[src/rtl/nibble_arb_pkg.sv]
// Shared constants, response record and round-robin pick helper for nibble_add_arbiter.
package nibble_arb_pkg;

    localparam int unsigned NUM_REQ_DEF = 4;
    localparam int unsigned DATA_W_DEF  = 4;
    localparam int unsigned ID_W_DEF    = $clog2(NUM_REQ_DEF);
    localparam int unsigned MAX_REQ     = 8;

    typedef struct packed {
        logic                  carry;
        logic [DATA_W_DEF-1:0] sum;
        logic [ID_W_DEF-1:0]   id;
    } rsp_t;

    // Returns {found, index}: first set bit of valid searching ptr, ptr+1, ... mod num.
    function automatic logic [3:0] rr_pick(input logic [MAX_REQ-1:0] valid,
                                           input logic [2:0]         ptr,
                                           input int unsigned        num);
        logic        found;
        logic [2:0]  idx;
        int unsigned j;
        found = 1'b0;
        idx   = '0;
        for (int unsigned i = 0; i < MAX_REQ; i++) begin
            if (i < num) begin
                j = (32'(ptr) + i) % num;
                if (!found && valid[j[2:0]]) begin
                    found = 1'b1;
                    idx   = j[2:0];
                end
            end
        end
        return {found, idx};
    endfunction

endpackage

[src/rtl/nibble_add_arbiter_rr.sv]
// Round-robin arbiter: pointer register plus combinational priority pick starting at the pointer.
module rr_arbiter
    import nibble_arb_pkg::*;
#(
    parameter  int unsigned NUM_REQ = NUM_REQ_DEF,
    localparam int unsigned ID_W    = $clog2(NUM_REQ)
) (
    input  logic               i_clk,
    input  logic               i_reset,
    input  logic [NUM_REQ-1:0] i_valid,
    input  logic               i_slot_free,
    output logic [NUM_REQ-1:0] o_grant,
    output logic [ID_W-1:0]    o_grant_id
);

    logic [MAX_REQ-1:0] w_valid_ext;
    logic [3:0]         w_pick;
    logic [ID_W-1:0]    w_win;
    logic               w_fire;
    logic [ID_W-1:0]    r_ptr;

    always_comb begin
        w_valid_ext                = '0;
        w_valid_ext[NUM_REQ-1:0]   = i_valid;
        w_pick                     = rr_pick(w_valid_ext, 3'(r_ptr), NUM_REQ);
        w_win                      = w_pick[ID_W-1:0];
        o_grant                    = '0;
        if (w_pick[3] && i_slot_free && !i_reset) begin
            o_grant[w_win] = 1'b1;
        end
    end

    assign o_grant_id = w_win;
    assign w_fire     = |o_grant;

    always_ff @(posedge i_clk) begin
        if (i_reset) begin
            r_ptr <= '0;
        end else if (w_fire) begin
            r_ptr <= (32'(w_win) == NUM_REQ - 1) ? '0 : w_win + ID_W'(1);
        end
    end

endmodule

[src/rtl/nibble_add_arbiter.sv]
// Shares one registered adder among NUM_REQ requesters via round-robin arbitration.
// Define ARB_STALL_STATS_EN to add the saturating o_stall_cnt backpressure counter.
module nibble_add_arbiter
    import nibble_arb_pkg::*;
#(
    parameter  int unsigned NUM_REQ = NUM_REQ_DEF,
    parameter  int unsigned DATA_W  = DATA_W_DEF,
    localparam int unsigned ID_W    = $clog2(NUM_REQ)
) (
    input  logic                      i_clk,
    input  logic                      i_reset,
    input  logic [NUM_REQ-1:0]        i_req_valid,
    output logic [NUM_REQ-1:0]        o_req_ready,
    input  logic [NUM_REQ*DATA_W-1:0] i_req_a,
    input  logic [NUM_REQ*DATA_W-1:0] i_req_b,
    output logic                      o_rsp_valid,
    input  logic                      i_rsp_ready,
    output logic [DATA_W-1:0]         o_rsp_sum,
    output logic                      o_rsp_carry,
    output logic [ID_W-1:0]           o_rsp_id,
`ifdef ARB_STALL_STATS_EN
    output logic [7:0]                o_stall_cnt,
`endif
    output logic                      o_busy
);

    logic              w_slot_free;
    logic              w_accept;
    logic [ID_W-1:0]   w_grant_id;
    logic [DATA_W-1:0] w_op_a;
    logic [DATA_W-1:0] w_op_b;
    logic [DATA_W:0]   w_sum_full;

    logic              r_rsp_valid;
    logic [DATA_W-1:0] r_rsp_sum;
    logic              r_rsp_carry;
    logic [ID_W-1:0]   r_rsp_id;

    // A draining response frees the slot in the same cycle, so results stream without bubbles.
    assign w_slot_free = !r_rsp_valid || i_rsp_ready;

    rr_arbiter #(
        .NUM_REQ (NUM_REQ)
    ) u_rr (
        .i_clk       (i_clk),
        .i_reset     (i_reset),
        .i_valid     (i_req_valid),
        .i_slot_free (w_slot_free),
        .o_grant     (o_req_ready),
        .o_grant_id  (w_grant_id)
    );

    assign w_accept   = |o_req_ready;
    assign w_op_a     = i_req_a[w_grant_id*DATA_W +: DATA_W];
    assign w_op_b     = i_req_b[w_grant_id*DATA_W +: DATA_W];
    assign w_sum_full = {1'b0, w_op_a} + {1'b0, w_op_b};

    always_ff @(posedge i_clk) begin
        if (i_reset) begin
            r_rsp_valid <= 1'b0;
            r_rsp_sum   <= '0;
            r_rsp_carry <= 1'b0;
            r_rsp_id    <= '0;
        end else if (w_accept) begin
            r_rsp_valid <= 1'b1;
            r_rsp_sum   <= w_sum_full[DATA_W-1:0];
            r_rsp_carry <= w_sum_full[DATA_W];
            r_rsp_id    <= w_grant_id;
        end else if (i_rsp_ready) begin
            r_rsp_valid <= 1'b0;
        end
    end

`ifdef ARB_STALL_STATS_EN
    logic [7:0] r_stall_cnt;

    always_ff @(posedge i_clk) begin
        if (i_reset) begin
            r_stall_cnt <= '0;
        end else if (r_rsp_valid && !i_rsp_ready && r_stall_cnt != 8'hFF) begin
            r_stall_cnt <= r_stall_cnt + 8'd1;
        end
    end

    assign o_stall_cnt = r_stall_cnt;
`endif

    assign o_rsp_valid = r_rsp_valid;
    assign o_rsp_sum   = r_rsp_sum;
    assign o_rsp_carry = r_rsp_carry;
    assign o_rsp_id    = r_rsp_id;
    assign o_busy      = r_rsp_valid || (|i_req_valid);

endmodule

[config.mk]
export PLATFORM = sky130hd
export DESIGN_NAME = nibble_add_arbiter
export DESIGN_NICKNAME = d
export VERILOG_FILES = /design/src/rtl/nibble_arb_pkg.sv /design/src/rtl/nibble_add_arbiter_rr.sv /design/src/rtl/nibble_add_arbiter.sv
export SDC_FILE = /design/constraint.sdc
export NUM_CORES = 1
export LEC_CHECK = 0
export ABC_AREA = 1
export CAP_MARGIN = 40
export CORE_MARGIN = 2
export CORE_UTILIZATION = 30
export DETAILED_ROUTE_END_ITERATION = 7
export PLACE_DENSITY_LB_ADDON = 0.05
export SLEW_MARGIN = 20
export SYNTH_ARGS = -nofsm -noshare
export SYNTH_HDL_FRONTEND = slang
export SYNTH_HIERARCHICAL = 1
export SYNTH_SLANG_ARGS = --single-unit
[constraint.sdc]
create_clock -name i_clk -period 5.5 [get_ports i_clk]
set_input_delay 0.55 -clock i_clk [delete_from_list [all_inputs] [get_ports i_clk]]
set_output_delay 0.55 -clock i_clk [all_outputs]
set_load 0.05 [all_outputs]
* Yosys cells after proc, flatten, opt, wreduce, memory -nomap -nowiden
Index checks and enable logic that the tools add are counted.
Storage, ports and cells: output and inout port bits 13, flip-flop bits (word level) 10
Cells by class: mux-type cells 22, add/sub/neg operators 5, equal/unequal tests 1, shift operators 2, reductions and logical operators 16, order comparisons 6
Operators with widths (count):
- $shiftx 16x5->4 | 2
- $lt 2x4->1 const B | 4
- $mux 1 | 11
- $mux 2 | 5
- $bmux 1 s2 | 4
- $reduce_or 4->1 | 2
- $logic_and 1x1->1 | 6
- $add 4x4->5 | 1
- $logic_not 1->1 | 5
- $add 2x1->2 const B | 2
- $add 2x2->2 const B | 2
- $mux 4 | 1
- $lt 2x3->1 const B | 1
- $demux 1 s2 | 1
- $eq 2x2->1 const B | 1
- $ge 2x1->1 const B | 1
- $logic_or 1x1->1 | 2
- $reduce_bool 2->1 | 1

* Depth between registers and ports, before layout
Gate-level depths: netlist of the first run.
depth after elaboration 19, gate-level depth with buffers 22, gate-level depth less buffers 21

* Modules after synthesis
The synthesis of the first run kept the hierarchy.
Modules (own cells, without submodules):
- nibble_add_arbiter | cells an instance 104, times used 1, seq. area each 160.2 um2, area an instance 675.6 um2
- rr_arbiter | cells an instance 88, times used 1, seq. area each 40.0 um2, area an instance 489.2 um2

* Worst setup path before layout of the first run
Ideal clock, no wire load.
path kind in2reg, start in i_req_valid[2], end reg r_rsp_sum[3] (netlist: o_rsp_sum[3]), arrival time 2828 ps, data required time 5391 ps, slack 2563 ps, cell stages on the path 18, path buffers 1, path through inv_1 nand2_1 nand3_1 nand2_2 nor2_4 nand3b_1 nor2_1 nor2_1 inv_1 ha_1 inv_1 nor2_1 nor2_2 nand2_1 buf_6 nand3_1 nand2_1 inv_1
On the way: cells in the longest elaborated chain, start to end 18
Ends and longest elaborated chain:
- from (decl) | line nibble_add_arbiter.sv:12 | input logic [NUM_REQ-1:0] i_req_valid,
- $bmux 1 s2 | line nibble_arb_pkg.sv:27 | if (!found && valid[j[2:0]]) begin
- $mux 1 (implied by the code) | line nibble_arb_pkg.sv:27
- $mux 1 | line nibble_arb_pkg.sv:27
- $logic_not 1->1 | line nibble_arb_pkg.sv:27
- $logic_and 1x1->1 | line nibble_arb_pkg.sv:27
- $mux 1 | line nibble_arb_pkg.sv:27
- $logic_not 1->1 | line nibble_arb_pkg.sv:27
- $logic_and 1x1->1 | line nibble_arb_pkg.sv:27
- [4 not listed]
- via w_grant_id[1] | line nibble_add_arbiter.sv:29 | logic [ID_W-1:0] w_grant_id;
- $lt 2x3->1 (implied by the code) / $ge 2x1->1 (equally long branches) | line nibble_add_arbiter_rr.sv:29 | o_grant[w_win] = 1'b1;
- $logic_and 1x1->1 (implied by the code) | line nibble_add_arbiter_rr.sv:29
- $mux 1 (implied by the code) | line nibble_add_arbiter_rr.sv:29
- $demux 1 s2 (*)
- $mux 4 (*) | line nibble_add_arbiter_rr.sv:28 | if (w_pick[3] && i_slot_free && !i_reset) begin
- via o_req_ready[3] | line nibble_add_arbiter.sv:13 | output logic [NUM_REQ-1:0] o_req_ready,
- $reduce_or 4->1 (*) | line nibble_add_arbiter.sv:53 | assign w_accept = |o_req_ready;
- to (signal assigned) | line nibble_add_arbiter.sv:66 | r_rsp_sum <= w_sum_full[DATA_W-1:0];
- to (decl) | line nibble_add_arbiter.sv:35 | logic [DATA_W-1:0] r_rsp_sum;
The timed path passes the listed nets; every way through them passes the cells marked *. The select of a mux whose other input is x is not followed. A chain may end at the register's enable or synchronous reset.

* Worst setup path after layout of the first run
start in i_req_valid[3], end out o_req_ready[3]
On the way: cells in the longest elaborated chain, start to end 17
Ends and longest elaborated chain (line):
- $bmux 1 s2 | nibble_arb_pkg.sv:27
- $mux 1 (implied by the code) | nibble_arb_pkg.sv:27
- $mux 1 | nibble_arb_pkg.sv:27
- $logic_not 1->1 | nibble_arb_pkg.sv:27
- $logic_and 1x1->1 | nibble_arb_pkg.sv:27
- $mux 1 | nibble_arb_pkg.sv:27
- $logic_not 1->1 | nibble_arb_pkg.sv:27
- $logic_and 1x1->1 | nibble_arb_pkg.sv:27
- [2 not listed]
- $logic_and 1x1->1 | nibble_arb_pkg.sv:27
- $mux 2 (*) | nibble_arb_pkg.sv:27
- via w_grant_id[0] | nibble_add_arbiter.sv:29
- $lt 2x3->1 (implied by the code) / $ge 2x1->1 (equally long branches) | nibble_add_arbiter_rr.sv:29
- $logic_and 1x1->1 (implied by the code) | nibble_add_arbiter_rr.sv:29
- $mux 1 (implied by the code) | nibble_add_arbiter_rr.sv:29
- $demux 1 s2 (*)
- $mux 4 (*) | nibble_add_arbiter_rr.sv:28
- to (decl) | nibble_add_arbiter.sv:13
Marks and branches as above.

==> metrics, run 1 <==
status complete, no violations; Fin Hold WS 485 ps; depth of the worst register-to-register path 17; drt pass-1 iters 6; RR Startpoint u_rr/r_ptr[0]; post-synth cell types 24; Max clock buf depth 2; Critical Path Sink Type output pin; post-CTS resize count 0; ant diodes 0; H-Tree Depth 1; final core utilization 47.3%; effective utilization at floorplan 31.6%; Synth Area in Adders 10.3%; die area 0.00440 mm^2; data arrival time of the worst path 3470 ps; Post-Synth Simple-Gate Area 36.5%; clock latency at the later pin of the worst-skew pair 240 ps; nature of the critical path startpoint input port; Buf/Inv on CP 5; WL/cell 10.8 um; Fillers 401; largest net degree at the start of global routing 20; Net count, final 292; flops & latches, synth 10; drc violations 0; core area 0.00369 mm^2; Final Hold Violating Endpoints 0; GRT Residual Overflow 0; register area 200 um^2; total negative slack 0 ps; chip height 66.3 um; period utilization 73.0%; vias in the first global route 1268; mean area per synthesized cell 6.07 um^2; cell mode on critical path nand2_1; root buffer cell clkbuf_8; Top delay family on crit path buffers and inverters; wire length of the first global-routing pass 5480 um; Reg2Reg Setup Slack 2130 ps; slew of the pin with the lowest slew margin 521 ps; CTS buffer count 3; post-synthesis mux area share 0%; Critical Path, Cell by Cell clkdlybuf4s50_1 > nand2_1 > nand2_1 > nand2_2 > nand2_4 > inv_2 > nand2_1 > nand2_1 > nand2_1 > nand3_2 > inv_1 > ha_1 > inv_1 > nor2_1 > clkdlybuf4s50_1; Chip Width 66.3 um; slowest stage delay, CP 830 ps; HP Class reg2reg; XOR/XNOR share of the synthesized area 0.752%; CTS tree yes; Post-CTS Hold Fix Bufs 0; clock sinks 10; Slew HR 65.2%; Syn-to-layout area delta 49.8%; GPL Wtd Cong 0.743; post-DP HPWL 2560 um; DR iter-0 viols 24; DR vias/cell 4.51; routed via count 1312; min-delay src o_rsp_sum[0]; Pwr Total 1330 uW; reg2reg end o_rsp_sum[2]; # IOs 52; largest family of logic cells by synthesized area simple AND/OR/NAND/NOR gates; antenna-violating nets left 0; RSZ-0062 raised after global routing no; Pwr Density 760 mW/mm^2; Required @ worst endpoint 4950 ps; clock slew at reported path FFs 50 ps; sequential fraction of the synthesis area 17.2%; initial antenna violation count 0; final number of setup-violating endpoints 0; hold endpoint o_rsp_sum[0]; CP Class in2out; Yosys warnings 6; fin crit period 4020 ps; non-filler cells, final 291; Leak Pwr 0.000807 uW; layout cell share with drive strength beyond 1 9.05%; # Post-CTS Setup Buffers 0; Cell Rows 22; WL final 3140 um; Crit-path slowest cell clkdlybuf4s50_1; crit-path max FO 19; Hold Path Stages 2; Synth Area in Compound Gates 21.7%; maximum VDD drop 0.437 mV; f_max 249 MHz; GRT Resource Usage Total 15.4%; Final Skew 3.09 ps; cell count after placement 287; post-synthesis cell area 0.00116 mm^2; max-slew violation count 0; Buffers on Ports 51; MaxCap Viol Count 0; area occupied by multi-input gates 807 um^2; syn nets 240; Cells after Synth 192
[state kept, by name (all words and copies together) (netlist names)]
signal,flops
o_rsp_carry,1
o_rsp_id,2
o_rsp_sum,4
o_rsp_valid,1
u_rr/r_ptr,2
[metrics by stage]
| stage | worst slack [ps] | cell area (um^2) |
|---|---|---|
| 6_report | 1480 | 1750 |
| 3_3_place_gp | 1500 | 1690 |
| 4_1_cts | 1480 | 1750 |
| 5_1_grt | 1210 | 1750 |
| 2_1_floorplan | 2560 | 1160 |
| 3_5_place_dp | 1490 | 1690 |
[synth_stat cells]
library cell,n,area (um^2)
nor2_4,1,11.3
nand3_1,15,75.1
nand3b_1,1,7.51
dfxtp_1,10,200
nand2_1,41,154
o211ai_2,2,25.0
nand2_4,1,11.3
inv_2,5,18.8
a21oi_1,9,45.0
nand2_2,3,18.8
xnor2_1,1,8.76
nor4_1,1,6.26
ha_1,8,100
inv_1,25,93.8
buf_6,4,45.0
o21ai_1,5,25.0
nand3_2,1,10.0
nand3_4,1,17.5
nor2_1,27,101
nor2_2,2,12.5
fa_1,1,20.0
o21ai_2,2,17.5
o22ai_1,8,50.1
o21ai_0,18,90.1
[cell families after synthesis]
kind of cell	Yosys count
XOR/XNOR	1
AND/OR/NAND/NOR	94
AO/OA/AOI/OAI	44
flip-flops	10
adder cells (fa/ha/maj)	9
buffers and inverters	34
[power by group]
group | total [uW] | leakage [uW] | switching [uW] | internal, uW
Combinational | 1110 | 0.000695 | 704 | 409
Sequential | 120 | 0.0000827 | 19.8 | 100
Clock | 92.3 | 0.0000288 | 29.3 | 63.0
Total | 1330 | 0.000807 | 754 | 572
[how the worst max path moves through the flow]
stage                         from              to  cells past startpoint
floorplan           i_req_valid[2]    o_rsp_sum[3]                     18
global placement    i_req_valid[3]  o_req_ready[3]                     15
detailed placement  i_req_valid[3]  o_req_ready[3]                     15
CTS                 i_req_valid[3]  o_req_ready[3]                     15
global route        i_req_valid[2]  o_req_ready[3]                     15
finish              i_req_valid[3]  o_req_ready[3]                     15
[worst reg2reg max path, delay by kind of cell (launching register included)]
| kind | cells | cell delay (ps) |
|---|---|---|
| DFF | 1 | 560 |
| and+or+nand+nor | 7 | 600 |
| xor gates and xnor gates | 1 | 170 |
| adders and majority gates | 2 | 660 |
| buffers and inverters | 4 | 860 |
| AOI/OAI and AO/OA | 3 | 400 |
[layer usage]
metal / wire [um] / GRT usage (%)
met1: 1690 / 21.8
met2: 1300 / 25.0
met3: 151 / 2.39
met4: 0 / 2.30
met5: 0 / 0
[cell type report]
type                       instances  share of cell area, %
inverter                          30                   6.45
timing repair buffer              51                   29.2
multi-input combinational        148                   46.2
tap                               48                   3.44
sequential                        10                   11.5
clock buffer                       4                   3.15
[cells in the final DEF, fill, tap and decap left out]
master,synthesis,routed
a21oi_1,9,9
clkbuf_8,0,4
clkdlybuf4s50_1,0,51
dfxtp_1,10,10
fa_1,1,1
ha_1,8,8
inv_1,25,25
inv_2,5,5
nand2_1,41,41
nand2_2,3,3
nand2_4,1,1
nand3_1,15,15
nand3_2,1,1
nand3_4,1,1
nand3b_1,1,1
nor2_1,27,27
nor2_2,2,2
nor2_4,1,1
nor4_1,1,1
o211ai_2,2,2
o21ai_0,18,18
o21ai_1,5,5
o21ai_2,2,2
o22ai_1,8,8
xnor2_1,1,1
(Power assumes the default switching activity.)
==> run 2: changes to the inputs <==
clock period = 3.6 ns   (was 5.5 ns; I/O delays follow)
==> run 2 against run 1 <==
Against the previous run: total power grew 56%; worst setup slack got worse by 1000 ps; first-iteration DRC count up 79%; critical path depth increased by 2; register-to-register slack worse by 1500 ps; highest routed layer unchanged.
==> metrics, run 2 (synthesis results as in run 1) <==
clock slew at reported path FFs 50 ps (about the same); wire length of the first global-routing pass 5430 um (was 5480 um); Hold Path Stages 2 (unchanged); switching share of total power 56.2% (was 56.8%); Pwr Density 1160 mW/mm^2 (was 760 mW/mm^2); Net count, final 293 (was 292); WL final 3200 um (was 3140 um); GRT Residual Overflow 0 (unchanged); H-Tree Depth 1 (unchanged); depth of the worst register-to-register path 15 (was 17); power share of the clock group 6.7% (was 7.0%); post-DP HPWL 2660 um (was 2560 um); hold endpoint o_rsp_sum[1] (was o_rsp_sum[0]); data arrival time of the worst path 3260 ps (was 3470 ps); fin crit period 3140 ps; commonest non-fill, non-tap cell in the layout clkdlybuf4s50_1 (unchanged); Final Instance Area 0.00177 mm^2 (was 0.00175 mm^2); clock sinks 10 (unchanged); crit-path max FO 11 (was 19); DR vias/cell 4.45 (was 4.51); final number of setup-violating endpoints 0 (unchanged); slew of the pin with the lowest slew margin 514 ps (was 521 ps); nature of the critical path startpoint input port (unchanged); Critical Path, Cell by Cell clkdlybuf4s50_1 > inv_1 > nand2_1 > nand3_1 > nand2_2 > inv_1 > nand3_1 > nand3_1 > nor2_1 > inv_1 > inv_1 > o21ai_0 > o22ai_1 > ha_1 > fa_1 > nand2_1 > a21oi_1 (was clkdlybuf4s50_1 > nand2_1 > nand2_1 > nand2_2 > nand2_4 > inv_2 > nand2_1 > nand2_1 > nand2_1 > nand3_2 > inv_1 > ha_1 > inv_1 > nor2_1 > clkdlybuf4s50_1); Slew HR 65.6% (was 65.2%); Reg2Reg Setup Slack 580 ps (was 2130 ps); slowest stage delay, CP 520 ps (was 830 ps); MaxCap Viol Count 0 (unchanged); most frequent cells in the layout clkdlybuf4s50_1, nand2_1, nor2_1, inv_1, o21ai_0 (unchanged); CTS buffer count 3 (unchanged); Leak Pwr 0.000839 uW (was 0.000807 uW); RR Startpoint u_rr/r_ptr[0] (unchanged); reg2reg end o_rsp_sum[1] (was o_rsp_sum[2]); layout cell share with drive strength beyond 1 11.1% (was 9.05%); Fillers 391 (was 401); Buf/Inv on CP 5 (unchanged); Cell Rows 22 (unchanged); Pint 903 uW (was 572 uW); max FFs per register 4 (unchanged); vias in the first global route 1235 (was 1268); max-slew violation count 0 (unchanged); Final Skew 0.850 ps (was 3.09 ps); Top delay family on crit path buffers and inverters (unchanged); CP Class in2reg (was in2out); cell mode on critical path inv_1 (was nand2_1); effective utilization at floorplan 31.6% (unchanged); f_max 318 MHz; Required @ worst endpoint 3720 ps (was 4950 ps); non-filler cells, final 292 (was 291); core area 0.00369 mm^2 (unchanged); Critical Path Sink Type flop (was output pin); maximum VDD drop 0.622 mV (was 0.437 mV); drt pass-1 iters 4 (was 6); drc violations 0 (unchanged); root buffer cell clkbuf_8 (unchanged); Comb pwr share 84.4% (was 84.0%); GPL Wtd Cong 0.793 (was 0.743); status complete, no violations (unchanged); switching power 1160 uW (was 754 uW); Syn-to-layout area delta 52.3% (was 49.8%); total negative slack 0 ps (unchanged); sequential power share 8.9% (was 9.1%); period utilization 87.3%; Buffers on Ports 51 (unchanged); RSZ-0062 raised after global routing no (unchanged); initial antenna violation count 0 (unchanged); GRT Resource Usage Total 15.4% (about the same); min-delay src o_rsp_sum[1] (was o_rsp_sum[0]); HP Class reg2reg (unchanged); routed via count 1298 (was 1312); Placement Cell Area 0.00172 mm^2 (was 0.00169 mm^2); WL/cell 11.0 um (was 10.8 um); Chip Width 66.3 um (unchanged); clock latency at the later pin of the worst-skew pair 230 ps (was 240 ps); Max clock buf depth 2 (unchanged); Final Hold Violating Endpoints 0 (unchanged); largest net degree at the start of global routing 18 (was 20); CTS tree yes (unchanged); die area 0.00440 mm^2 (unchanged); # IOs 52 (unchanged); Crit-path slowest cell clkdlybuf4s50_1 (unchanged); DR iter-0 viols 43 (was 24); Fin Hold WS 482 ps (was 485 ps); cell count after placement 288 (was 287); antenna-violating nets left 0 (unchanged); ant diodes 0 (unchanged); chip height 66.3 um (unchanged)
## run 2: cell types whose count changed in the layout (fill, tap and decap cells not counted), sizes merged
cell           delta
buf               +4
clkdlybuf4s50     -4
dlymetal6s2s      +1
## run 2: area by class of cell
type / count / area [um^2] / area share [%]
Multi-Input combinational cell: 148 / 807 / 45.5
Timing Repair Buffer: 52 / 538 / 30.3
Sequential cell: 10 / 201 / 11.4
Inverter: 30 / 113 / 6.35
Tap cell: 48 / 60.1 / 3.39
Clock buffer: 4 / 55.1 / 3.10
## run 2: timing repair
item,in CTS,in global routing
buffers inserted,0,0
setup endpoints to repair,0,2
endpoints found under the hold margin,0,0
hold buffers,0,0
resized for setup,0,2
## run 2: tightest hold or removal path, delay by kind of cell, from the launching register on
| kind | cells | cell delay, ps |
|---|---|---|
| flip-flops | 1 | 300 |
| AO/OA/AOI/OAI | 1 | 60 |
| AND/OR/NAND/NOR | 1 | 70 |
## run 2: worst max path at each step
| stage | from | end | cells past startpoint |
|---|---|---|---|
| floorplan | u_rr/r_ptr[0] | o_rsp_sum[3] | 20 |
| global placement | i_req_valid[3] | o_rsp_sum[1] | 17 |
| detailed placement | i_req_valid[3] | o_rsp_sum[1] | 17 |
| CTS | u_rr/r_ptr[0] | o_req_ready[0] | 11 |
| global route | i_req_valid[3] | o_rsp_sum[3] | 20 |
| finish | i_req_valid[3] | o_rsp_sum[1] | 17 |
## run 2: per-stage QoR
stage | power (uW) | utilization, % | setup WS (ps)
finish | 2060 | 48.1 | 458
global route | 2310 | 48.1 | 74.9
CTS | 2080 | 48.0 | 224
detailed placement | 1920 | 46.5 | 178
global placement | 1940 | 46.5 | 187
floorplan | 1580 | - | 723
## run 2: power groups by stage
stage / clock, uW / combinational [uW] / sequential (uW)
floorplan: 0 / 1310 / 270
global placement: 0 / 1750 / 186
detailed placement: 0 / 1740 / 185
CTS: 142 / 1750 / 183
global route: 149 / 1980 / 189
finish: 139 / 1740 / 184
## run 2: routing by layer
metal / global-route usage [%] / vias to the layer above / share of wire [%]
li1: - / 730 / -
met4: 2.30 / 0 / 0
met3: 2.56 / 0 / 4.7
met5: 0 / - / 0
met2: 24.0 / 29 / 43
met1: 22.5 / 539 / 53
==> run 3: changes to the inputs <==
==> constraint.sdc (replaced) <==
create_clock -name i_clk -period 3.1 [get_ports i_clk]
set_input_delay 0.62 -clock i_clk [delete_from_list [all_inputs] [get_ports i_clk]]
set_output_delay 0.62 -clock i_clk [all_outputs]
set_load 0.05 [all_outputs]
==> run 3 against run 2 <==
Against the previous run: cell count increased by 7.5%; worst setup slack worse by 250 ps; wire length grew 8.0%; die area stayed put; count of clock-buffer cells in the layout is the same; critical path depth up 5; sequential share of layout area down 1.7 points; critical path type unchanged.
==> metrics, run 3 (synthesis results as in run 1) <==
drc violations 0 (unchanged); total negative slack 0 ps (unchanged); # IOs 52 (unchanged); crit-path max FO 6 (was 11); status complete, no violations (unchanged); drt pass-1 iters 4 (unchanged); Syn-to-layout area delta 77.7% (was 52.3%); commonest non-fill, non-tap cell in the layout clkdlybuf4s50_1 (unchanged); Buf/Inv on CP 7 (was 5); GRT Resource Usage Total 17.1% (was 15.4%); Crit-path slowest cell ha_1 (was clkdlybuf4s50_1); f_max 346 MHz; WL/cell 11.0 um (about the same); Required @ worst endpoint 3240 ps (was 3720 ps); Final Hold Violating Endpoints 0 (unchanged); max-slew violation count 0 (unchanged); ant diodes 0 (unchanged); period utilization 93.3%; Chip Width 66.3 um (unchanged); WL final 3450 um (was 3200 um); post-DP HPWL 2860 um (was 2660 um); Final Skew 3.40 ps (was 0.850 ps); clock sinks 10 (unchanged); H-Tree Depth 1 (unchanged); final number of setup-violating endpoints 0 (unchanged); core area 0.00369 mm^2 (unchanged); HP Class reg2reg (unchanged); layout cell share with drive strength beyond 1 25.2% (was 11.1%); slew of the pin with the lowest slew margin 510 ps (was 514 ps); wire length of the first global-routing pass 6040 um (was 5430 um); CP Class in2reg (unchanged); DR iter-0 viols 77 (was 43); fin crit period 2890 ps; cell mode on critical path nand2_1 (was inv_1); routed via count 1435 (was 1298); data arrival time of the worst path 3030 ps (was 3260 ps); vias in the first global route 1386 (was 1235); largest net degree at the start of global routing 17 (was 18); cell count after placement 309 (was 288); CTS buffer count 3 (unchanged); chip height 66.3 um (unchanged); root buffer cell clkbuf_8 (unchanged); initial antenna violation count 0 (unchanged); effective utilization at floorplan 31.6% (unchanged); GRT Residual Overflow 0 (unchanged); Max clock buf depth 2 (unchanged); GPL Wtd Cong 0.850 (was 0.793); Net count, final 315 (was 293); Top delay family on crit path simple AND/OR/NAND/NOR gates (was buffers and inverters); Post-CTS Hold Fix Bufs 0 (unchanged); Fin Hold WS 505 ps (was 482 ps); clock slew at reported path FFs 50 ps (about the same); CTS tree yes (unchanged); die area 0.00440 mm^2 (unchanged); clock latency at the later pin of the worst-skew pair 230 ps (about the same); nature of the critical path startpoint input port (unchanged); Critical Path, Cell by Cell dlygate4sd2_1 > nand2_1 > nand2_2 > nand2_2 > nand2_4 > nor2_4 > nand3b_1 > nor2_1 > nor2_2 > inv_2 > buf_12 > clkinvlp_4 > buf_4 > o21ai_0 > o22ai_1 > ha_1 > inv_1 > nand2_1 > nand3_1 > nand3_1 > nand2_1 > inv_1 (was clkdlybuf4s50_1 > inv_1 > nand2_1 > nand3_1 > nand2_2 > inv_1 > nand3_1 > nand3_1 > nor2_1 > inv_1 > inv_1 > o21ai_0 > o22ai_1 > ha_1 > fa_1 > nand2_1 > a21oi_1); slowest stage delay, CP 380 ps (was 520 ps); max FFs per register 4 (unchanged); Critical Path Sink Type flop (unchanged); Slew HR 65.9% (was 65.6%); DR vias/cell 4.57 (was 4.45); non-filler cells, final 314 (was 292); Buffers on Ports 51 (unchanged); MaxCap Viol Count 0 (unchanged); most frequent cells in the layout clkdlybuf4s50_1, nand2_1, nor2_1, inv_1, buf_4 (was clkdlybuf4s50_1, nand2_1, nor2_1, inv_1, o21ai_0); antenna-violating nets left 0 (unchanged); Cell Rows 22 (unchanged)
==> run 3: changes by cell type in the layout (fill, tap and decap cells not counted), sizes merged <==
cell           before  now
clkinvlp            0    1
dlygate4sd2         0    1
inv                30   29
buf                 4   27
clkdlybuf4s50      47   43
dlymetal6s2s        1    3
==> run 3: per-layer routing <==
metal / share of wire [%] / track usage (%) / vias up
li1: - / - / 772
met1: 49 / 23.4 / 628
met2: 45 / 28.5 / 33
met3: 5.5 / 2.39 / 2
met4: 0.14 / 3.06 / 0
met5: 0 / 0 / -
==> run 3: tightest hold or removal path, cell delays in order (launching register included) <==
cell and delay, ps:
dfxtp_1 310, nand3_1 80, a21oi_1 70
==> run 3: layout make-up <==
| type | count | area (um^2) |
|---|---|---|
| fill | 354 | 1620 |
| multi-input combinational | 148 | 868 |
| clock buffer | 4 | 55.1 |
| inverter | 30 | 119 |
| tap | 48 | 60.1 |
| timing repair buffer | 74 | 767 |
| sequential | 10 | 200 |
==> run 3: what timing repair did <==
| item | CTS | global route |
|---|---|---|
| setup buffers | 1 | 0 |
| pin swaps | 3 | 9 |
| cloned | 0 | 0 |
| gates resized for setup | 18 | 10 |
| setup endpoints to repair | 7 | 8 |
==> run 3: metrics by stage <==
step	cell area (um^2)	setup WS, ps	utilization, %
detailed placement	1920	-276	52.1
global placement	1920	-254	52.1
finish	2070	208	56.1
CTS	2040	3.79	55.3
global route	2070	-9.43	56.1
floorplan	1160	92.9	-
==> run 3: path summary, 6_finish.rpt <==
check	startpoint	endpoint	slack, ps	cells past startpoint
worst max-delay path	i_req_valid[3]	o_rsp_sum[3]	210	22
worst min-delay path	o_rsp_sum[1]	o_rsp_sum[1]	510	2
worst max register to register	u_rr/r_ptr[0]	o_rsp_sum[3]	260	22
worst min register to register	o_rsp_sum[1]	o_rsp_sum[1]	510	2
Power of run 3 is not shown: default switching activity piles up to over one toggle a cycle in this logic, so the estimate is an artifact.
==> edit (flow settings as in run 3) <==
Change the package constant `DATA_W_DEF` from 4 to 6.
--- a/src/rtl/nibble_arb_pkg.sv
+++ b/src/rtl/nibble_arb_pkg.sv
@@ -2,7 +2,7 @@
 package nibble_arb_pkg;
 
     localparam int unsigned NUM_REQ_DEF = 4;
-    localparam int unsigned DATA_W_DEF  = 4;
+    localparam int unsigned DATA_W_DEF  = 6;
     localparam int unsigned ID_W_DEF    = $clog2(NUM_REQ_DEF);
     localparam int unsigned MAX_REQ     = 8;
 
Ports: changed (resized i_req_a, i_req_b and o_rsp_sum); port bits go from 52 to 70. No check against the original RTL was run, so the function may have changed too.
==> edit against run 3 <==
Area after synthesis increased by 29%. Wire length increased by 35%. Setup slack got worse by 0.070 ns. Synthesized cell count increased by 29%. Hold slack got worse by 0.034 ns. Final area increased by 31%. Sequential cell count increased by 2. Count of clock-buffer cells in the layout unchanged. Via count increased by 34%.
Power is not shown: default switching activity piles up to over one toggle a cycle in this logic, so the estimate is an artifact.
==> edit: results (changes against run 3) <==
[hold_path]
min_to=o_rsp_carry  ; was o_rsp_sum[1]
min_from=o_rsp_carry  ; was o_rsp_sum[1]

[finish]
drive_gt1_share_pct=28.5  ; was 25.2%
clkCellAreaFrac_pct=2.03  ; was 2.66%
fin_cells=411  ; was 314
largest_register_ffs=6  ; was 4
buf_share_pct=36.9  ; was 37.1%

[yosys]
synth_adder_area_share_pct=9.67  ; was 10.3%
synth.distinct_cells=34  ; was 24
synthesis.area_sq_mm=0.00150  ; was 0.00116 sq mm
avgSynthCellArea_sq_um=6.07  ; about the same
yosysSeqAreaShare_pct=16.0  ; was 17.2%
synth_area_leaders=dfxtp_1 (16%), nand2_1 (13%), nor2_1 (9.0%), ha_1 (8.3%), inv_1 (7.3%)  ; was dfxtp_1 (17%), nand2_1 (13%), nor2_1 (8.7%), ha_1 (8.6%), inv_1 (8.1%)

[placement]
io_buffers=69  ; was 51
place_ws_ns=-0.522  ; was -0.276 ns
dp_cells=400  ; was 309
place_area_sq_mm=0.00246  ; was 0.00192 sq mm

[setup_path]
crit_arrival_ns=2.34  ; was 3.03 ns
cpMaxStageDelayCell=dlygate4sd2_1  ; was ha_1
cp_max_fo=12  ; was 6

[grt]
grt_pass1_wl_microns=7670  ; was 6040 microns
use_met3_pct=3.08  ; was 2.39%
grt_use_met1_pct=19.4  ; was 23.4%
grt.total_usage_pct=17.2  ; was 17.1%
grt_max_degree=16  ; was 17

[routing]
met2WireLength_microns=2630  ; was 1550 microns
avgViaCountPerCell=4.66  ; was 4.57
wl_met1_microns=1920  ; was 1710 microns
drtIter0Drc=47  ; was 77

[outcome]
status=finished, final reports clean  ; unchanged

[clocking]
clkSinkCount=12  ; was 10

[sta]
max_slew_margin_pct=66.2  ; was 65.9%

[edit: changes by cell type in the layout (fill, tap and decap cells not counted), moves of 3 or more]
cell	run 3	this run
clkdlybuf4s50_1	43	61
o21ai_1	6	19
buf_4	20	30
nand2_1	39	48
nor2_1	22	30
o21ai_0	17	10
nand2_2	5	10
nand3_1	13	8
nand3_2	3	7
dlymetal6s2s_1	3	0
inv_2	8	11
[edit: what timing repair did]
action | 4_1_cts | 5_1_grt
endpoints found under the setup margin | 10 | 7
setup buffers | 5 | 2
resized for setup | 25 | 30
pin swaps | 7 | 18
[edit: cells by family (layout without fill, tap and decap cells)]
| family | Yosys count | after routing |
|---|---|---|
| simple gates | 118 | 118 |
| flops | 12 | 12 |
| buf+inv | 47 | 144 |
| fa+ha+maj | 11 | 11 |
| xor+xnor | 1 | 1 |
| compound gates | 58 | 58 |
